--- src/rtl/frost32_mem_bridge_pkg.sv ---
// Shared types for the Frost32 memory bridge.
//   diat_t          CPU access type (read / write)
//   dias_t          CPU access size (32 / 16 / 8 bit, or the invalid encoding)
//   bridge_state_t  bridge FSM states
//   mem_bus_req_t   fields presented on the valid/ready memory bus
//   cpu_req_t       unpacked view of the 68-bit CPU request port
//                   {data[31:0], addr[31:0], access_type, access_size[1:0], req_mem_access}
package frost32_mem_bridge_pkg;

    typedef enum logic {
        DiatRead  = 1'b0,
        DiatWrite = 1'b1
    } diat_t;

    typedef enum logic [1:0] {
        Dias32  = 2'd0,
        Dias16  = 2'd1,
        Dias8   = 2'd2,
        DiasBad = 2'd3
    } dias_t;

    localparam int MSB_POS__FROST32_BRIDGE_STATE = 1;

    typedef enum logic [MSB_POS__FROST32_BRIDGE_STATE:0] {
        StBrIdle     = 2'd0,
        StBrIssue    = 2'd1,
        StBrWaitResp = 2'd2,
        StBrAck      = 2'd3
    } bridge_state_t;

    typedef struct packed {
        logic [31:0] addr;
        logic        we;
        logic [31:0] wdata;
        logic [3:0]  byte_en;
    } mem_bus_req_t;

    // First member lands in the MSBs of the 68-bit port.
    typedef struct packed {
        logic [31:0] data;
        logic [31:0] addr;
        diat_t       access_type;
        dias_t       access_size;
        logic        req_mem_access;
    } cpu_req_t;

endpackage

--- src/rtl/frost32_lane_steer.sv ---
// Combinational byte-lane steering for the Frost32 memory bridge.
//   size_i        access size
//   addr_lo_i     byte offset within the word (addr[1:0])
//   wdata_i       CPU write data, right-aligned
//   rdata_i       bus read word
//   byte_en_o     active lanes, lane 0 = bits 7:0
//   wdata_o       write data replicated across all lanes of its size
//   rdata_o       selected byte/halfword shifted to bit 0, zero-extended
//   misalign_o    access is illegal (misaligned or invalid size)
module frost32_lane_steer
    import frost32_mem_bridge_pkg::*;
(
    input  dias_t       size_i,
    input  logic [1:0]  addr_lo_i,
    input  logic [31:0] wdata_i,
    input  logic [31:0] rdata_i,
    output logic [3:0]  byte_en_o,
    output logic [31:0] wdata_o,
    output logic [31:0] rdata_o,
    output logic        misalign_o
);

    logic [31:0] rdata_shifted;

    assign rdata_shifted = rdata_i >> {addr_lo_i, 3'b000};

    always_comb begin
        byte_en_o  = 4'b0000;
        wdata_o    = wdata_i;
        rdata_o    = rdata_i;
        misalign_o = 1'b0;
        case (size_i)
            Dias32: begin
                byte_en_o  = 4'b1111;
                misalign_o = (addr_lo_i != 2'b00);
            end
            Dias16: begin
                byte_en_o  = addr_lo_i[1] ? 4'b1100 : 4'b0011;
                wdata_o    = {2{wdata_i[15:0]}};
                rdata_o    = {16'h0000, rdata_shifted[15:0]};
                misalign_o = addr_lo_i[0];
            end
            Dias8: begin
                byte_en_o  = 4'b0001 << addr_lo_i;
                wdata_o    = {4{wdata_i[7:0]}};
                rdata_o    = {24'h000000, rdata_shifted[7:0]};
            end
            DiasBad: begin
                misalign_o = 1'b1;
            end
            default: begin
                misalign_o = 1'b1;
            end
        endcase
    end

endmodule

--- src/rtl/frost32_mem_bridge.sv ---
// Bridge from the Frost32 CPU memory-request port to a valid/ready word bus.
//   clk, rst_n          clock, asynchronous active-low reset
//   in_cpu              68-bit CPU request {data, addr, type, size, req_mem_access}
//   out_cpu             last successful read data, right-aligned, zero-extended
//   out_cpu_ack         one-cycle completion pulse
//   out_cpu_err         qualifies out_cpu_ack: misaligned, invalid size or timeout
//   out_bus_*           word-aligned bus request (valid, addr, we, wdata, byte_en)
//   in_bus_req_ready    bus accepts the request when high with valid
//   in_bus_resp_valid   single-cycle read response strobe with in_bus_rdata
//
// state        | meaning
// StBrIdle     | sampling req_mem_access, capturing the request
// StBrIssue    | bus request valid, waiting for ready
// StBrWaitResp | read accepted, waiting for the response
// StBrAck      | one-cycle ack (and err) back to the CPU
module frost32_mem_bridge
    import frost32_mem_bridge_pkg::*;
#(
    parameter int TIMEOUT_CYCLES = 255,
    parameter int CNT_WIDTH      = 8
) (
    input  logic        clk,
    input  logic        rst_n,
    input  logic [67:0] in_cpu,
    output logic [31:0] out_cpu,
    output logic        out_cpu_ack,
    output logic        out_cpu_err,
    output logic        out_bus_req_valid,
    input  logic        in_bus_req_ready,
    output logic [31:0] out_bus_addr,
    output logic        out_bus_we,
    output logic [31:0] out_bus_wdata,
    output logic [3:0]  out_bus_byte_en,
    input  logic        in_bus_resp_valid,
    input  logic [31:0] in_bus_rdata
);

    cpu_req_t       cpu_req;
    bridge_state_t  state_q;
    logic [CNT_WIDTH-1:0] cnt_q;
    mem_bus_req_t   bus_q;
    logic           valid_q;
    logic           ack_q;
    logic           err_q;
    logic [31:0]    rdata_q;
    dias_t          cap_size_q;
    logic [1:0]     cap_addr_lo_q;

    dias_t          steer_size;
    logic [1:0]     steer_addr_lo;
    logic [3:0]     steer_byte_en;
    logic [31:0]    steer_wdata;
    logic [31:0]    steer_rdata;
    logic           steer_misalign;
    logic           timeout;

    assign cpu_req = cpu_req_t'(in_cpu);

    // One steering instance serves both directions: in Idle it looks at the
    // incoming request (lanes, wdata, legality); afterwards it looks at the
    // captured request so the read response can be extracted.
    assign steer_size    = (state_q == StBrIdle) ? cpu_req.access_size : cap_size_q;
    assign steer_addr_lo = (state_q == StBrIdle) ? cpu_req.addr[1:0] : cap_addr_lo_q;

    frost32_lane_steer u_lane_steer (
        .size_i     (steer_size),
        .addr_lo_i  (steer_addr_lo),
        .wdata_i    (cpu_req.data),
        .rdata_i    (in_bus_rdata),
        .byte_en_o  (steer_byte_en),
        .wdata_o    (steer_wdata),
        .rdata_o    (steer_rdata),
        .misalign_o (steer_misalign)
    );

    assign timeout = (cnt_q == CNT_WIDTH'(TIMEOUT_CYCLES - 1));

    always_ff @(posedge clk or negedge rst_n) begin
        if (!rst_n) begin
            state_q       <= StBrIdle;
            cnt_q         <= '0;
            bus_q         <= '0;
            valid_q       <= 1'b0;
            ack_q         <= 1'b0;
            err_q         <= 1'b0;
            rdata_q       <= '0;
            cap_size_q    <= Dias32;
            cap_addr_lo_q <= 2'b00;
        end else begin
            ack_q <= 1'b0;
            err_q <= 1'b0;
            case (state_q)
                StBrIdle: begin
                    if (cpu_req.req_mem_access) begin
                        cap_size_q    <= cpu_req.access_size;
                        cap_addr_lo_q <= cpu_req.addr[1:0];
                        if (steer_misalign) begin
                            state_q <= StBrAck;
                            ack_q   <= 1'b1;
                            err_q   <= 1'b1;
                        end else begin
                            bus_q.addr    <= {cpu_req.addr[31:2], 2'b00};
                            bus_q.we      <= (cpu_req.access_type == DiatWrite);
                            bus_q.wdata   <= steer_wdata;
                            bus_q.byte_en <= steer_byte_en;
                            valid_q       <= 1'b1;
                            cnt_q         <= '0;
                            state_q       <= StBrIssue;
                        end
                    end
                end
                StBrIssue: begin
                    cnt_q <= cnt_q + CNT_WIDTH'(1);
                    // Handshake takes priority over a coincident timeout.
                    if (in_bus_req_ready) begin
                        valid_q <= 1'b0;
                        if (bus_q.we) begin
                            state_q <= StBrAck;
                            ack_q   <= 1'b1;
                        end else begin
                            state_q <= StBrWaitResp;
                        end
                    end else if (timeout) begin
                        valid_q <= 1'b0;
                        state_q <= StBrAck;
                        ack_q   <= 1'b1;
                        err_q   <= 1'b1;
                    end
                end
                StBrWaitResp: begin
                    cnt_q <= cnt_q + CNT_WIDTH'(1);
                    if (in_bus_resp_valid) begin
                        rdata_q <= steer_rdata;
                        state_q <= StBrAck;
                        ack_q   <= 1'b1;
                    end else if (timeout) begin
                        state_q <= StBrAck;
                        ack_q   <= 1'b1;
                        err_q   <= 1'b1;
                    end
                end
                StBrAck: begin
                    state_q <= StBrIdle;
                end
                default: begin
                    state_q <= StBrIdle;
                end
            endcase
        end
    end

    assign out_cpu           = rdata_q;
    assign out_cpu_ack       = ack_q;
    assign out_cpu_err       = err_q;
    assign out_bus_req_valid = valid_q;
    assign out_bus_addr      = bus_q.addr;
    assign out_bus_we        = bus_q.we;
    assign out_bus_wdata     = bus_q.wdata;
    assign out_bus_byte_en   = bus_q.byte_en;

endmodule

--- config.mk ---
export PLATFORM = sky130hd
export DESIGN_NAME = frost32_mem_bridge
export DESIGN_NICKNAME = d
export VERILOG_FILES = /design/src/rtl/frost32_mem_bridge_pkg.sv /design/src/rtl/frost32_lane_steer.sv /design/src/rtl/frost32_mem_bridge.sv
export SDC_FILE = /design/constraint.sdc
export NUM_CORES = 1
export LEC_CHECK = 0
export CAP_MARGIN = 5
export CORE_AREA = 2 2 118 120
export CTS_CLUSTER_DIAMETER = 40
export DETAILED_ROUTE_END_ITERATION = 16
export DIE_AREA = 0 0 120 122
export HOLD_SLACK_MARGIN = 0.08
export PLACE_DENSITY = 0.78
export SYNTH_ARGS = -nofsm -noshare
export SYNTH_HDL_FRONTEND = slang
export SYNTH_HIERARCHICAL = 1
export SYNTH_SLANG_ARGS = --single-unit
--- constraint.sdc ---
create_clock -name clk -period 4.3 [get_ports clk]
set_input_delay 0.645 -clock clk [delete_from_list [all_inputs] [get_ports clk]]
set_output_delay 0.645 -clock clk [all_outputs]
set_load 0.005 [all_outputs]
==> results_dict.tcl <==
set metrics [dict create \
    gp_congestion 0.9210 \
    drv_slew 0 \
    syn_area_per_cell_um2 11.91 \
    die_h_um 122 \
    status "complete, no violations" \
    synth-main-ff-cell "dfrtp_1" \
    drv_cap 0 \
    grt_overflow 0 \
    power_frac_clock_pct 20.6 \
    ctsLongestPathBuffers 2 \
    final_cell_area_um2 8539 \
    post_cts_buffers 0 \
    p_sw_mw 2.407 \
    syn_area_um2 5882 \
    synth-seq-area-share_pct 49.35 \
    fin_crit_sh_pct 81.92 \
    critical_path.top_delay_family "buffers and inverters" \
    internal_power_mw 4.630 \
    finalWirelength_um 15470 \
    synth.distinct_cells 48 \
    final_nets 804 \
    wl_per_cell_um 17.66 \
    max_freq_mhz 283.9 \
    cts-root-buf "clkbuf_16" \
    start_util_pct 43.56 \
    synth-warning-count 6 \
    tns_ps 0 \
    synth-compound-area-share_pct 12.89 \
    ioPinCount 208 \
    crit_chain "inv_1 > ha_1 > mux2_2 > inv_1 > ha_1 > a21o_1 > a21oi_1 > nor2_1 > or2_2 > buf_4 > mux2_2" \
    cts_resized 0 \
    antenna_found_initial 0 \
    cts_sinks 116 \
    die-width_um 120 \
    grt_max_degree 69 \
    pwr-share-seq_pct 26.9 \
    num_antenna_cells 0 \
    power_frac_comb_pct 52.5 \
    reg2regPathDepth 11 \
    die_area_um2 14640 \
    holdBufCountCts 0 \
    cp_slowest_cell "buf_4" \
    cp_max_fo 68 \
    cts_inserted_buffers 17 \
    synthMuxAreaShare_pct 21.85 \
    async_flop_share_pct 100.0 \
    viasPerCell 5.228 \
    critical_path_class "reg2reg" \
    syn_to_final_growth_pct 45.18 \
    startpoint_type "flop" \
    cts_max_level 4 \
    rsz0062_at_grt "false" \
    synth-edff-count 0 \
    setup_viol 0 \
    fin_skew_ps 5.033 \
    synth-simple-area-share_pct 7.084 \
    crit_path_max_incr_delay_ps 680 \
    vias 4580 \
    clk_pin_slew_worst_paths_ps 50 \
    synth_top_family_by_area "multiplexers" \
    fill_cells 1069 \
    io_buffers 205 \
    place_area_um2 7933 \
    syn_inst 494 \
    switching_share_pct 34.20 \
    drtIter0Drc 284 \
    ir_drop_mv 0.3446 \
    drc 0 \
    min_period_ps 3523 \
    p_leak_nw 3.675 \
    power_density_nw_per_um2 824.0 \
    cp_num_buf_inv 3 \
    grt_first_pass_wirelength_um 24470 \
    drive_gt1_share_pct 21.70 \
    grt_pass1_vias 4785 \
    core_um2 13500 \
    firstDrtPassIters 4 \
    rows 43 \
    grt.total_usage_pct 21.49 \
    ys_ff_latch 116 \
    worstMarginPinSlew_ps 899.6 \
    crit_cells 11 \
    worstPathArrival_ps 3810 \
    cts_tree "done" \
    end_kind "flop" \
    clk_latency_ps 410 \
    dp_hpwl_um 11290 \
    synth_xor_area_share_pct 0.1489 \
    relSlewSlack_pct 40.03 \
    synthAdderAreaFrac_pct 2.765 \
    ant_nets 0 \
    hold_path.class "in2async" \
    critPathRequiredTime_ps 4580 \
    hold_violations 0 \
]
[cells in the mapped netlist, drive strengths merged (4+ instances only)]
cell | count | area share (%)
a211oi | 4 | 0.51
a21oi | 34 | 3.0
a22o | 17 | 2.6
a22oi | 16 | 2.0
buf | 37 | 4.6
dfrtp | 116 | 49
ha | 13 | 2.8
inv | 17 | 1.1
mux2 | 107 | 20
mux2i | 8 | 1.4
nand2 | 23 | 1.5
nand3 | 7 | 0.60
nor2 | 17 | 1.1
nor2b | 20 | 2.1
o21ai | 20 | 2.1
o2bb2ai | 9 | 1.3
[final cells by class]
type	instances	area [µm²]	share of cell area [%]
Timing Repair Buffer	212	2102	24.62
Tap cell	180	225.2	2.637
Inverter	17	63.81	0.7473
Clock buffer	24	511.7	5.993
Multi-Input combinational cell	323	2639	30.90
Sequential cell	116	2903	33.99
Clock inverter	4	95.09	1.114
[registers in the layout, indices dropped and copies added (netlist names)]
signal             cells
cap_size_q             2
out_bus_byte_en        4
state_q                2
cap_addr_lo_q          2
out_bus_addr          30
out_cpu_ack            1
out_bus_we             1
out_bus_req_valid      1
out_cpu_err            1
out_bus_wdata         32
out_cpu               32
cnt_q                  8
[power by group through the flow]
stage / Clock [mW] / Sequential, mW / Combinational (mW)
after floorplan: 0 / 1.90 / 2.23
after global placement: 0 / 1.87 / 3.60
after detailed placement: 0 / 1.90 / 3.70
after CTS: 1.48 / 1.90 / 3.72
after global routing: 1.53 / 1.96 / 4.01
final: 1.45 / 1.89 / 3.70
[metrics by stage]
step / hold slack, ps / power (mW) / worst slack, ps / cells / utilization, %
finish: 380.6 / 7.037 / 777.3 / 876 / 63.24
global route: 445.7 / 7.498 / 530.7 / 876 / 63.24
global placement: 471.8 / 5.467 / 853.7 / 848 / 58.74
floorplan: 349.4 / 4.133 / 1258 / 495 / -
detailed placement: 490.9 / 5.597 / 781.1 / 848 / 58.74
CTS: 411.2 / 7.093 / 779.7 / 876 / 63.24
[routing by layer]
metal  global-route usage, %  up-vias  wire [µm]
met5                       0        -          0
met1                   25.68     2249       6273
met4                   8.382        0        334
met3                   7.491       28       1068
li1                        -     2138          -
met2                   35.69      165       7797
[placed cells by master, fill, tap and decap left out, types with 4 or more instances in the layout]
cell type        netlist  layout
a211oi_1               4       4
a21oi_1               33      33
a22o_1                16      16
a22oi_1               16      16
buf_4                 13       8
clkbuf_16              0      17
clkbuf_8               0       6
clkdlybuf4s50_1        0     204
dfrtp_1              116     116
ha_1                  13      13
inv_1                 16      16
mux2_2               105     105
mux2i_1                8       8
nand2_1               22      22
nand3_1                7       7
nor2_1                17      17
nor2b_1               20      20
o21ai_0                8       8
o21ai_1               10      10
o2bb2ai_1              9       9
[cells by family (layout without fill, tap and decap cells)]
logic type,Yosys count,in the layout
adders and majority gates,13,13
AOI/OAI and AO/OA,110,110
buffers and inverters,56,257
DFF,116,116
muxes,115,115
xor gates and xnor gates,1,1
other,1,2
and+or+nand+nor,82,82
[path summary, 6_finish.rpt]
path / start / endpoint / slack, ps
worst max-delay path: state_q[0]$_DFFE_PN0N_ / out_bus_wdata[15]$_DFFE_PN0P_ / 780
worst min-delay path: rst_n / out_cpu[2]$_DFFE_PN0P_ / 380
worst max register to register: state_q[0]$_DFFE_PN0N_ / out_bus_wdata[15]$_DFFE_PN0P_ / 780
worst min register to register: out_bus_addr[12]$_DFFE_PN0P_ / out_bus_addr[12]$_DFFE_PN0P_ / 500
max in group asynchronous: rst_n / out_bus_addr[13]$_DFFE_PN0P_ / 3390
min in group clk: out_bus_addr[12]$_DFFE_PN0P_ / out_bus_addr[12]$_DFFE_PN0P_ / 500
Power figures use the tool's default switching activity.
==> RTL edit (same settings) <==
The parameter `CNT_WIDTH` goes from 8 to 12.
--- a/src/rtl/frost32_mem_bridge.sv
+++ b/src/rtl/frost32_mem_bridge.sv
@@ -17,7 +17,7 @@
     import frost32_mem_bridge_pkg::*;
 #(
     parameter int TIMEOUT_CYCLES = 255,
-    parameter int CNT_WIDTH      = 8
+    parameter int CNT_WIDTH      = 12
 ) (
     input  logic        clk,
     input  logic        rst_n,
Formal check against the unedited RTL: same outputs for any inputs over 4 cycles, from zero or initial values and one cycle with rst_n low; that may be too few to reach the edited logic, so the function may still have changed.
==> RTL edit against the unedited design <==
Clock power fell by 10%; routed wire length is 0.17% higher; sequential cell count up 4; worst setup slack improved by 0.13 ns; power is 3.1% lower; cell count increased by 3.3%; worst hold slack got worse by 0.091 ns; cell area rose by 2.4%; area after synthesis increased by 4.0%; non-clock buffer count unchanged; fmax up 3.9%; highest routed layer unchanged.
==> RTL edit: results (changes against the unedited design) <==
| Metric | Value |
|---|---|
| Vias in the first global route | `4903 (+2.5%)` |
| Mux share of post-synthesis cell area | `21.2% (-0.68 points)` |
| DP Area | `8210 µm² (+3.4%)` |
| Worst path slowest cell | `nand2_4` |
| CP delay by family, top | `simple AND/OR/NAND/NOR gates` |
| Wl on met1 | `6.58 mm (+4.8%)` |
| Cells after DPL | `873 (+2.9%)` |
| All-layer global routing usage | `21.8% (+0.30 points)` |
| Count of multi-input gates | `339 (+5.0%)` |
| Routed via count | `4805 (+4.9%)` |
| Signal buffers share of area | `24.0% (-0.58 points)` |
| Pint | `4.34 mW (-6.2%)` |
| GR Util met3 | `6.27% (-1.2 points)` |
| Non-clk invs | `22 (+5)` |
| Filler Cell Count | `1031 (-3.6%)` |
| Status | `finished clean` |
| Max FO, Critical Path | `67 (-1.5%)` |
| Clk tree area frac | `6.18% (-0.93 points)` |
| Seq Cell Count | `120 (+3.4%)` |
| Nets | `828 (+3.0%)` |
| Largest net degree at the start of global routing | `68 (-1.4%)` |
| First-pass GRT wire length | `25.0 mm (+2.2%)` |
| Crit path largest cell delay | `0.54 ns (-0.14 ns)` |
| Final non-filler cell area | `8750 µm² (+2.4%)` |
| P_comb | `3.62 mW (-2%)` |
| Avg Inst Size Synth | `11.7 µm² (-1.4%)` |
| Routed wl met2 | `7.64 mm (-2.0%)` |
| Leakage | `3.75 nW (+2.0%)` |
| WL met3 | `986 µm (-7.7%)` |
| Synth Area in Compound Gates | `14.3% (+1.4 points)` |
| Initial DRC Count | `224 (-21%)` |
| Layout Cells excl Fill | `905 (+3.3%)` |
| DP HPWL | `11.2 mm (-0.53%)` |
| Seq. cell area | `3000 µm² (+3.4%)` |
| RePlAce Congestion | `0.872 (-5.4%)` |
| Fin Clk Skew | `0.0132 ns (+0.00816 ns)` |
| Avg WL per Cell | `17.1 µm (-3.0%)` |
| Multi-input logic area | `2790 µm² (+5.8%)` |
| GR Util met1 | `26.4% (+0.70 points)` |
| M2 GR Usage | `36.6% (+0.92 points)` |
| Flop pwr share | `28.0% (+1.1 points)` |
## RTL edit: changes by cell type after synthesis, moves of 5 or more
cell / before / now
mux2_1: 2 / 70
mux2_2: 105 / 37
o21ai_0: 8 / 2
o21ai_1: 10 / 20
buf_6: 8 / 3
inv_1: 16 / 21
## RTL edit: final timing paths
check	startpoint	to	slack [ns]	cells past startpoint
max	state_q[0]$_DFFE_PN0N_	out_bus_addr[21]$_DFFE_PN0P_	0.91	10
max reg2reg	state_q[0]$_DFFE_PN0N_	out_bus_addr[21]$_DFFE_PN0P_	0.91	10
min reg2reg	out_cpu[31]$_DFFE_PN0P_	out_cpu[31]$_DFFE_PN0P_	0.49	1
min in group clk	out_cpu[31]$_DFFE_PN0P_	out_cpu[31]$_DFFE_PN0P_	0.49	1
max in group asynchronous	rst_n	out_bus_req_valid$_DFFE_PN0P_	3.06	2
min	rst_n	out_bus_wdata[22]$_DFFE_PN0P_	0.29	1
